**config.mk**
```make
export PLATFORM = sky130hd
export DESIGN_NAME = counter_load_sequencer
export DESIGN_NICKNAME = d
export VERILOG_FILES = /design/src/rtl/counter_pkg.sv /design/src/rtl/counter_load_sequencer_fifo.sv /design/src/rtl/counter_load_sequencer.sv
export SDC_FILE = /design/constraint.sdc
export NUM_CORES = 1
export LEC_CHECK = 0
export CORE_MARGIN = 2
export CORE_UTILIZATION = 26
export DETAILED_ROUTE_END_ITERATION = 7
export PLACE_DENSITY = 0.54
export SKIP_CTS_REPAIR_TIMING = 1
export SYNTH_ARGS = -nofsm -noshare
export SYNTH_HDL_FRONTEND = slang
export SYNTH_SLANG_ARGS = --single-unit
```
**constraint.sdc**
```tcl
create_clock -name clk -period 2.1 [get_ports clk]
set_input_delay 0.525 -clock clk [delete_from_list [all_inputs] [get_ports clk]]
set_output_delay 0.525 -clock clk [all_outputs]
set_load 0.02 [all_outputs]
```
**src/rtl/counter_pkg.sv**
```systemverilog
// Shared types for the counter command sequencer: FSM encoding and the
// {preset, run-length} command word carried through the command FIFO.
package counter_pkg;
  localparam int CNT_WIDTH = 8;
  localparam int CNT_LEN_W = 8;

  typedef enum logic [2:0] {
    IDLE  = 3'd0,
    LOAD  = 3'd1,
    CHECK = 3'd2,
    RUN   = 3'd3,
    DONE  = 3'd4
  } seq_state_t;

  typedef struct packed {
    logic [CNT_WIDTH-1:0] preset;
    logic [CNT_LEN_W-1:0] len;
  } seq_cmd_t;

  // An up-counter only moves backwards when it rolls over.
  function automatic logic count_wrapped(input logic [CNT_WIDTH-1:0] cur,
                                         input logic [CNT_WIDTH-1:0] prev);
    return cur < prev;
  endfunction
endpackage

```
**src/rtl/counter_load_sequencer_fifo.sv**
```systemverilog
// First-word fall-through command FIFO; the extra pointer bit separates
// full from empty when the index bits match.
module seq_cmd_fifo
  import counter_pkg::*;
#(
  parameter int DEPTH = 4
) (
  input  logic     clk,
  input  logic     reset,
  input  logic     push,
  input  logic     pop,
  input  seq_cmd_t din,
  output seq_cmd_t dout,
  output logic     full,
  output logic     empty
);
  localparam int AW = $clog2(DEPTH);
  localparam logic [AW:0] PTR_ONE = 1;

  seq_cmd_t      mem_q [DEPTH];
  logic [AW:0]   wr_ptr_q, wr_ptr_d;
  logic [AW:0]   rd_ptr_q, rd_ptr_d;
  logic          do_push, do_pop;

  assign empty   = (wr_ptr_q == rd_ptr_q);
  assign full    = (wr_ptr_q[AW] != rd_ptr_q[AW]) &&
                   (wr_ptr_q[AW-1:0] == rd_ptr_q[AW-1:0]);
  assign do_push = push && !full;
  assign do_pop  = pop && !empty;
  assign dout    = mem_q[rd_ptr_q[AW-1:0]];

  always_comb begin
    wr_ptr_d = wr_ptr_q;
    rd_ptr_d = rd_ptr_q;
    if (do_push) wr_ptr_d = wr_ptr_q + PTR_ONE;
    if (do_pop)  rd_ptr_d = rd_ptr_q + PTR_ONE;
  end

  always_ff @(posedge clk or posedge reset) begin
    if (reset) begin
      wr_ptr_q <= '0;
      rd_ptr_q <= '0;
    end else begin
      wr_ptr_q <= wr_ptr_d;
      rd_ptr_q <= rd_ptr_d;
    end
  end

  always_ff @(posedge clk) begin
    if (do_push) mem_q[wr_ptr_q[AW-1:0]] <= din;
  end
endmodule

```
**src/rtl/counter_load_sequencer.sv**
```systemverilog
// Plays buffered {preset, len} commands into the even up-counter as one load
// cycle plus len enable cycles, then reports final count, wrap and load check.
module counter_load_sequencer
  import counter_pkg::*;
#(
  parameter int WIDTH      = CNT_WIDTH,
  parameter int LEN_W      = CNT_LEN_W,
  parameter int FIFO_DEPTH = 4
) (
  input  logic             clk,
  input  logic             reset,
  input  logic             cmd_valid,
  output logic             cmd_ready,
  input  logic [WIDTH-1:0] cmd_preset,
  input  logic [LEN_W-1:0] cmd_len,
  output logic             load,
  output logic             enable,
  output logic [WIDTH-1:0] d,
  input  logic [WIDTH-1:0] q,
  output logic             busy,
  output logic             done,
  output logic [WIDTH-1:0] done_count,
  output logic             wrapped,
  output logic             load_err
);
  seq_cmd_t   cmd_in, head;
  logic       fifo_full, fifo_empty, pop;

  seq_state_t       state_q, state_d;
  logic [WIDTH-1:0] cur_preset_q, cur_preset_d;
  logic [LEN_W-1:0] cur_len_q, cur_len_d;
  logic [LEN_W-1:0] remaining_q, remaining_d;
  logic [WIDTH-1:0] prev_cnt_q, prev_cnt_d;
  logic             wrap_acc_q, wrap_acc_d;
  logic             load_q, load_d;
  logic             enable_q, enable_d;
  logic [WIDTH-1:0] d_q, d_d;
  logic             done_q, done_d;
  logic [WIDTH-1:0] done_count_q, done_count_d;
  logic             wrapped_q, wrapped_d;
  logic             load_err_q, load_err_d;

  assign cmd_in    = '{preset: cmd_preset, len: cmd_len};
  assign cmd_ready = !fifo_full;

  seq_cmd_fifo #(.DEPTH(FIFO_DEPTH)) u_fifo (
    .clk   (clk),
    .reset (reset),
    .push  (cmd_valid && cmd_ready),
    .pop   (pop),
    .din   (cmd_in),
    .dout  (head),
    .full  (fifo_full),
    .empty (fifo_empty)
  );

  always_comb begin
    state_d      = state_q;
    cur_preset_d = cur_preset_q;
    cur_len_d    = cur_len_q;
    remaining_d  = remaining_q;
    prev_cnt_d   = prev_cnt_q;
    wrap_acc_d   = wrap_acc_q;
    done_d       = 1'b0;
    done_count_d = done_count_q;
    wrapped_d    = wrapped_q;
    load_err_d   = load_err_q;
    pop          = 1'b0;

    case (state_q)
      IDLE: begin
        if (!fifo_empty) begin
          pop          = 1'b1;
          cur_preset_d = head.preset;
          cur_len_d    = head.len;
          state_d      = LOAD;
        end
      end
      LOAD: state_d = CHECK;
      CHECK: begin
        if (q != cur_preset_q) load_err_d = 1'b1;
        prev_cnt_d  = q;
        remaining_d = cur_len_q;
        wrap_acc_d  = 1'b0;
        state_d     = (cur_len_q == '0) ? DONE : RUN;
      end
      RUN: begin
        wrap_acc_d  = wrap_acc_q | count_wrapped(q, prev_cnt_q);
        prev_cnt_d  = q;
        remaining_d = remaining_q - LEN_W'(1);
        if (remaining_q == LEN_W'(1)) state_d = DONE;
      end
      DONE: begin
        // q already carries the last increment here, so the final step's wrap is folded in.
        done_d       = 1'b1;
        done_count_d = q;
        wrapped_d    = wrap_acc_q | count_wrapped(q, prev_cnt_q);
        if (!fifo_empty) begin
          pop          = 1'b1;
          cur_preset_d = head.preset;
          cur_len_d    = head.len;
          state_d      = LOAD;
        end else begin
          state_d = IDLE;
        end
      end
      default: state_d = IDLE;
    endcase

    // Counter-facing outputs are decoded from the next state so they line up with it.
    load_d   = (state_d == LOAD);
    enable_d = (state_d == RUN);
    d_d      = pop ? head.preset : d_q;
  end

  always_ff @(posedge clk or posedge reset) begin
    if (reset) state_q <= IDLE;
    else       state_q <= state_d;
  end

  always_ff @(posedge clk or posedge reset) begin
    if (reset) begin
      cur_preset_q <= '0;
      cur_len_q    <= '0;
      remaining_q  <= '0;
      prev_cnt_q   <= '0;
      wrap_acc_q   <= 1'b0;
      load_q       <= 1'b0;
      enable_q     <= 1'b0;
      d_q          <= '0;
      done_q       <= 1'b0;
      done_count_q <= '0;
      wrapped_q    <= 1'b0;
      load_err_q   <= 1'b0;
    end else begin
      cur_preset_q <= cur_preset_d;
      cur_len_q    <= cur_len_d;
      remaining_q  <= remaining_d;
      prev_cnt_q   <= prev_cnt_d;
      wrap_acc_q   <= wrap_acc_d;
      load_q       <= load_d;
      enable_q     <= enable_d;
      d_q          <= d_d;
      done_q       <= done_d;
      done_count_q <= done_count_d;
      wrapped_q    <= wrapped_d;
      load_err_q   <= load_err_d;
    end
  end

  assign load       = load_q;
  assign enable     = enable_q;
  assign d          = d_q;
  assign busy       = (state_q != IDLE) || !fifo_empty;
  assign done       = done_q;
  assign done_count = done_count_q;
  assign wrapped    = wrapped_q;
  assign load_err   = load_err_q;
endmodule

```
==> flow_summary.json, run 1 <==
{
  "synth_edf_count": 64,
  "maxCapViolCount": 0,
  "final_cells": 654,
  "synth_warnings": 0,
  "cts_root_buf": "clkbuf_16",
  "grt_usage_pct": 10.64,
  "avgSynthCellArea_um2": 15.61,
  "final_common_cell": "edfxtp_1",
  "reg2reg_slack_ps": 300,
  "cts_max_path_buffers": 2,
  "max_stage_delay_ps": 400,
  "final-max-slew-violation-count": 0,
  "maxSlewHeadroom_pct": 71.06,
  "holdWs_ps": 286.6,
  "nets": 448,
  "synth-seq-area-share_pct": 66.45,
  "h-tree-depth": 4,
  "numPlacedInstances": 620,
  "ys_ff_latch": 119,
  "cts.sinks": 119,
  "cts_tree": "done",
  "crit_buf_inv": 2,
  "routed_wl_um": 9888,
  "max_freq_ghz": 0.5008,
  "first_pass_iters": 5,
  "routabilityCongestion": 0.7138,
  "irDropWorstVdd_mv": 0.7724,
  "pre_cts_slack_ps": -144.9,
  "layout_worst_path_cycle_share_pct": 95.09,
  "required_ps": 1570,
  "wire_per_inst_um": 15.12,
  "drcViolationCount": 0,
  "n_antenna_cell": 0,
  "ys.flop_type": "edfxtp_1",
  "syn_nets": 359,
  "crit_slowest_cell": "dfrtp_1",
  "port_buffers": 49,
  "initial_core_util_pct": 26.54,
  "leakagePower_nw": 2.554,
  "antenna_found_initial": 0,
  "hold_class": "in2async",
  "vias_per_cell": 4.482,
  "die_area_um2": 20210,
  "syn-cell-area_um2": 4964,
  "r2r_start": "remaining_q[4]$_DFFE_PP0P_",
  "fin_setup_tns_ps": 0,
  "antenna_left": 0,
  "critPathKind": "reg2out",
  "cp_cell_sequence": "xnor2_1, buf_4, nand4_1, clkbuf_2",
  "dp_hpwl_um": 6840,
  "grt_pass1_vias": 3049,
  "r2r-end": "state_q[1]$_DFF_PP0_",
  "status": "complete, no violations",
  "powerDensity_nw_per_um2": 1377,
  "crit_path_start": "u_fifo.rd_ptr_q[2]$_DFFE_PP0P_",
  "clk_pin_slew_ps": 50,
  "start_kind": "register",
  "critical_path.max_fanout": 2,
  "cts_buffers": 17,
  "worst_slew_pin_slew_ps": 434.0,
  "rsz0062_at_grt": "false",
  "setup_violations": 0,
  "synth_cells": 318,
  "vias": 2931,
  "cp-end-kind": "output pin",
  "critPathArrivalTime_ps": 1470,
  "insertion_delay_ps": 410,
  "grt_max_degree": 55,
  "grt.overflow.total": 0,
  "critPathCapture": "busy",
  "grt_pass1_wl_um": 16170,
  "rows": 50,
  "synthArstFlopShare_pct": 46.22,
  "syn2layout_area_growth_pct": 31.81,
  "clock_skew_ps": 5.025,
  "timing.final.ws_setup_ps": 103.2,
  "r2r_cells": 4,
  "final_cell_mix": "64 x edfxtp_1, 55 x dfrtp_1, 47 x clkdlybuf4s50_1",
  "hold_viol_final": 0,
  "critical_path.top_delay_family": "flip-flops",
  "chipHeight_um": 142.2,
  "die_x_um": 142.2,
  "core_um2": 18710,
  "post-route-min-period_ps": 1997,
  "drive_above_1_share_pct": 25.24,
  "drt_iter0_markers": 180,
  "io_pins": 50,
  "ys_types": 42,
  "worst-path-stages": 4
}
state kept, by name (all words and copies together) (netlist names), 8 cells and up:
name          flops
u_fifo.mem_q     64
done_count        8
prev_cnt_q        8
cur_len_q         8
cur_preset_q      8
remaining_q       8
worst register-to-register path: stages, from the launching register on:
cell and delay, ps:
dfrtp_1 420, or4_4 560, or4_4 510, nand3_2 120, o21ai_1 70
final cells by class:
type | count | area [um2]
Tap cell | 234 | 292.8
Sequential cell | 119 | 3298
Clock buffer | 19 | 432.9
Multi-Input combinational cell | 173 | 1577
Inverter | 13 | 48.80
Timing Repair Buffer | 83 | 760.7
Clock inverter | 13 | 132.6
Fill cell | 1786 | 12160
worst min-delay path by stage:
stage,cells after the start,start,to,slack [ps]
2_1_floorplan,2,prev_cnt_q[0]$_DFFE_PP0P_,prev_cnt_q[0]$_DFFE_PP0P_,450
3_5_place_dp,2,prev_cnt_q[0]$_DFFE_PP0P_,prev_cnt_q[0]$_DFFE_PP0P_,470
6_report,2,reset,enable$_DFF_PP0_,290
5_1_grt,2,reset,enable$_DFF_PP0_,270
3_3_place_gp,2,prev_cnt_q[0]$_DFFE_PP0P_,prev_cnt_q[0]$_DFFE_PP0P_,460
4_1_cts,2,reset,enable$_DFF_PP0_,270
routing by layer:
layer / global-route usage, % / share of wire (%) / routed length [um] / up-vias
li1: - / - / - / 1375
met1: 13.56 / 47 / 4651 / 1480
met2: 16.37 / 47 / 4627 / 60
met3: 3.634 / 4.2 / 411 / 16
met4: 4.895 / 2.0 / 199 / 0
met5: 0 / 0 / 0 / -
synth_stat cells, drive strengths merged, types with 4 or more instances:
library cell	instances	area [um2]
a21oi	10	50.05
and3	5	31.28
buf	6	45.04
clkbuf	7	26.28
dfrtp	55	1376
edfxtp	64	1922
ha	14	175.2
inv	13	48.80
mux2	26	292.8
mux4	16	360.4
nand2	23	86.33
nand2b	5	31.28
nand3	4	25.02
nor2	7	26.28
nor4	4	25.02
o21ai	13	65.06
xnor2	5	43.79
xor2	10	87.58
where the power goes:
| group | leakage, nW | internal [mW] | switching (mW) |
|---|---|---|---|
| logic | 1.05 | 1.36 | 1.38 |
| registers | 1.25 | 3.15 | 0.371 |
| clock network | 0.260 | 1.73 | 1.01 |
| total | 2.55 | 6.24 | 2.76 |
per-stage QoR:
step	area (um2)	util, %	total power [mW]
global placement	5957	31.85	6.223
detailed placement	5957	31.85	6.291
CTS	6523	34.87	9.070
global route	6543	34.98	9.553
floorplan	4964	-	5.189
finish	6543	34.98	9.008
kinds of logic (layout without fill, tap and decap cells):
kind of cell / after synthesis / after routing / synth area share, %
adders and majority gates: 14 / 14 / 3.529
buffers and inverters: 26 / 128 / 2.420
AOI/OAI and AO/OA: 36 / 36 / 4.437
DFF: 119 / 119 / 66.45
xor gates and xnor gates: 15 / 15 / 2.647
and+or+nand+nor: 63 / 63 / 6.756
muxes: 45 / 45 / 13.76
(Power assumes the default switching activity.)
==> inputs of run 2 (changes only) <==
Settings changed: REMOVE_ABC_BUFFERS set to 1.
==> run 2 against run 1 <==
Register-to-register slack got worse by 60 ps. Sequential share of layout area rose by 0.18 points. Core utilization is 0.13 points lower. Flip-flop and latch count is the same. Sequential power barely moved. Design area down 0.36%. Critical path depth decreased by 1. Clock power shrank 3%. Total power fell by 1.3%. Clock skew about the same. Critical path type unchanged. Largest cell class unchanged.
==> flow_summary.json, run 2 (same netlist as run 1, synthesis figures left out) <==
{
  "status": "complete, no violations",
  "maxSlewHeadroom_pct": 74.25,
  "routed_wl_um": 9854,
  "drive_above_1_share_pct": 22.68,
  "grt_pass1_vias": 3064,
  "r2r_cells": 5,
  "vias": 2838,
  "r2r-end": "cur_len_q[6]$_DFFE_PP0P_",
  "final_common_cell": "edfxtp_1",
  "maxCapViolCount": 0,
  "numPlacedInstances": 613,
  "chipHeight_um": 142.2,
  "io_pins": 50,
  "syn2layout_area_growth_pct": 31.33,
  "clock_skew_ps": 5.005,
  "cts_buffers": 17,
  "total_power_mw": 8.891,
  "core_um2": 18710,
  "hold_viol_final": 0,
  "hold_class": "reg2reg",
  "cts.sinks": 119,
  "powerDensity_nw_per_um2": 1364,
  "antenna_left": 0,
  "nFillCells": 1774,
  "leakagePower_nw": 2.529,
  "clk_pin_slew_ps": 50,
  "r2r_start": "u_fifo.wr_ptr_q[0]$_DFFE_PP0P_",
  "irDropWorstVdd_mv": 0.6036,
  "multi_input_area_um2": 1577,
  "rsz0062_at_grt": "false",
  "drt_iter0_markers": 146,
  "grt_pass1_wl_um": 16080,
  "grt_max_degree": 56,
  "reg2reg_slack_ps": 240,
  "port_buffers": 49,
  "initial_core_util_pct": 26.54,
  "cts_max_path_buffers": 2,
  "critPathArrivalTime_ps": 1470,
  "regArea_um2": 3298,
  "largest_reg_flops": 64,
  "final-max-slew-violation-count": 0,
  "cts_tree": "done",
  "antenna_found_initial": 0,
  "max_freq_ghz": 0.5020,
  "grt.overflow.total": 0,
  "die_x_um": 142.2,
  "critical_path.max_fanout": 3,
  "layout_worst_path_cycle_share_pct": 94.86,
  "crit_path_start": "u_fifo.rd_ptr_q[2]$_DFFE_PP0P_",
  "dp_hpwl_um": 6792,
  "final_cell_mix": "64 x edfxtp_1, 55 x dfrtp_1, 47 x clkdlybuf4s50_1",
  "timing.final.ws_setup_ps": 107.9,
  "start_kind": "register",
  "nets": 439,
  "drcViolationCount": 0,
  "cts_root_buf": "clkbuf_16",
  "setup_violations": 0,
  "h-tree-depth": 4,
  "worst_slew_pin_slew_ps": 376.6,
  "routabilityCongestion": 0.7031,
  "n_antenna_cell": 0,
  "wire_per_inst_um": 15.30,
  "critPathCapture": "cmd_ready",
  "critPathKind": "reg2out",
  "vias_per_cell": 4.407,
  "final_util_pct": 34.85,
  "grt_usage_pct": 10.67,
  "cp-end-kind": "output pin",
  "rows": 50,
  "die_area_um2": 20210,
  "post-route-min-period_ps": 1992,
  "insertion_delay_ps": 410,
  "first_pass_iters": 4,
  "final_cells": 644,
  "pre_cts_slack_ps": -137.9,
  "required_ps": 1570,
  "fin_setup_tns_ps": 0
}
-- run 2: changes by cell type in the layout (fill, tap and decap cells not counted) --
cell and delta:
buf_12 +4, buf_4 -13, clkbuf_2 -2, clkinv_1 +1, clkinv_2 +3, clkinv_4 -2, clkinvlp_4 -3, dlymetal6s2s_1 +2
-- run 2: per-stage QoR --
stage	cell area, um2	hold WS (ps)
after floorplan	4892	446.7
after global placement	5954	471.4
after detailed placement	5954	465.6
after CTS	6499	488.0
after global routing	6519	514.5
final	6519	487.6
-- run 2: worst max-delay path, stage by stage (launching register included) --
cell and delay, ps:
dfrtp_1 400, xnor2_1 250, nand3b_1 180, dlymetal6s2s_1 240
-- run 2: cell type report --
cell class,instances,area share (%)
clock buffers,19,6.641
clock inverters,12,1.708
inverters,13,0.7486
multi-input cells,173,24.18
flip-flops and latches,119,50.59
well taps,234,4.491
repair buffers,74,11.63
-- run 2: how the worst min path moves through the flow --
stage / start / end / slack, ps / cells past startpoint
finish: wrap_acc_q$_DFFE_PP0P_ / wrap_acc_q$_DFFE_PP0P_ / 490 / 2
detailed placement: prev_cnt_q[0]$_DFFE_PP0P_ / prev_cnt_q[0]$_DFFE_PP0P_ / 470 / 2
floorplan: prev_cnt_q[0]$_DFFE_PP0P_ / prev_cnt_q[0]$_DFFE_PP0P_ / 450 / 2
global route: u_fifo.wr_ptr_q[2]$_DFFE_PP0P_ / u_fifo.wr_ptr_q[2]$_DFFE_PP0P_ / 510 / 1
CTS: prev_cnt_q[0]$_DFFE_PP0P_ / prev_cnt_q[0]$_DFFE_PP0P_ / 490 / 2
global placement: prev_cnt_q[0]$_DFFE_PP0P_ / prev_cnt_q[0]$_DFFE_PP0P_ / 470 / 2
-- run 2: metal layers --
metal	wire length [um]	track usage, %	vias up
met2	5076	17.95	50
met4	173	4.579	0
li1	-	-	1348
met3	400	3.466	13
met1	4203	12.53	1427
met5	0	0	-
-- run 2: report_power, final --
group	leakage, nW	internal [mW]	total (mW)	switching (mW)
logic	1.02	1.36	2.68	1.32
clock network	0.265	1.71	2.66	0.953
registers	1.25	3.15	3.55	0.396
total	2.53	6.22	8.89	2.67
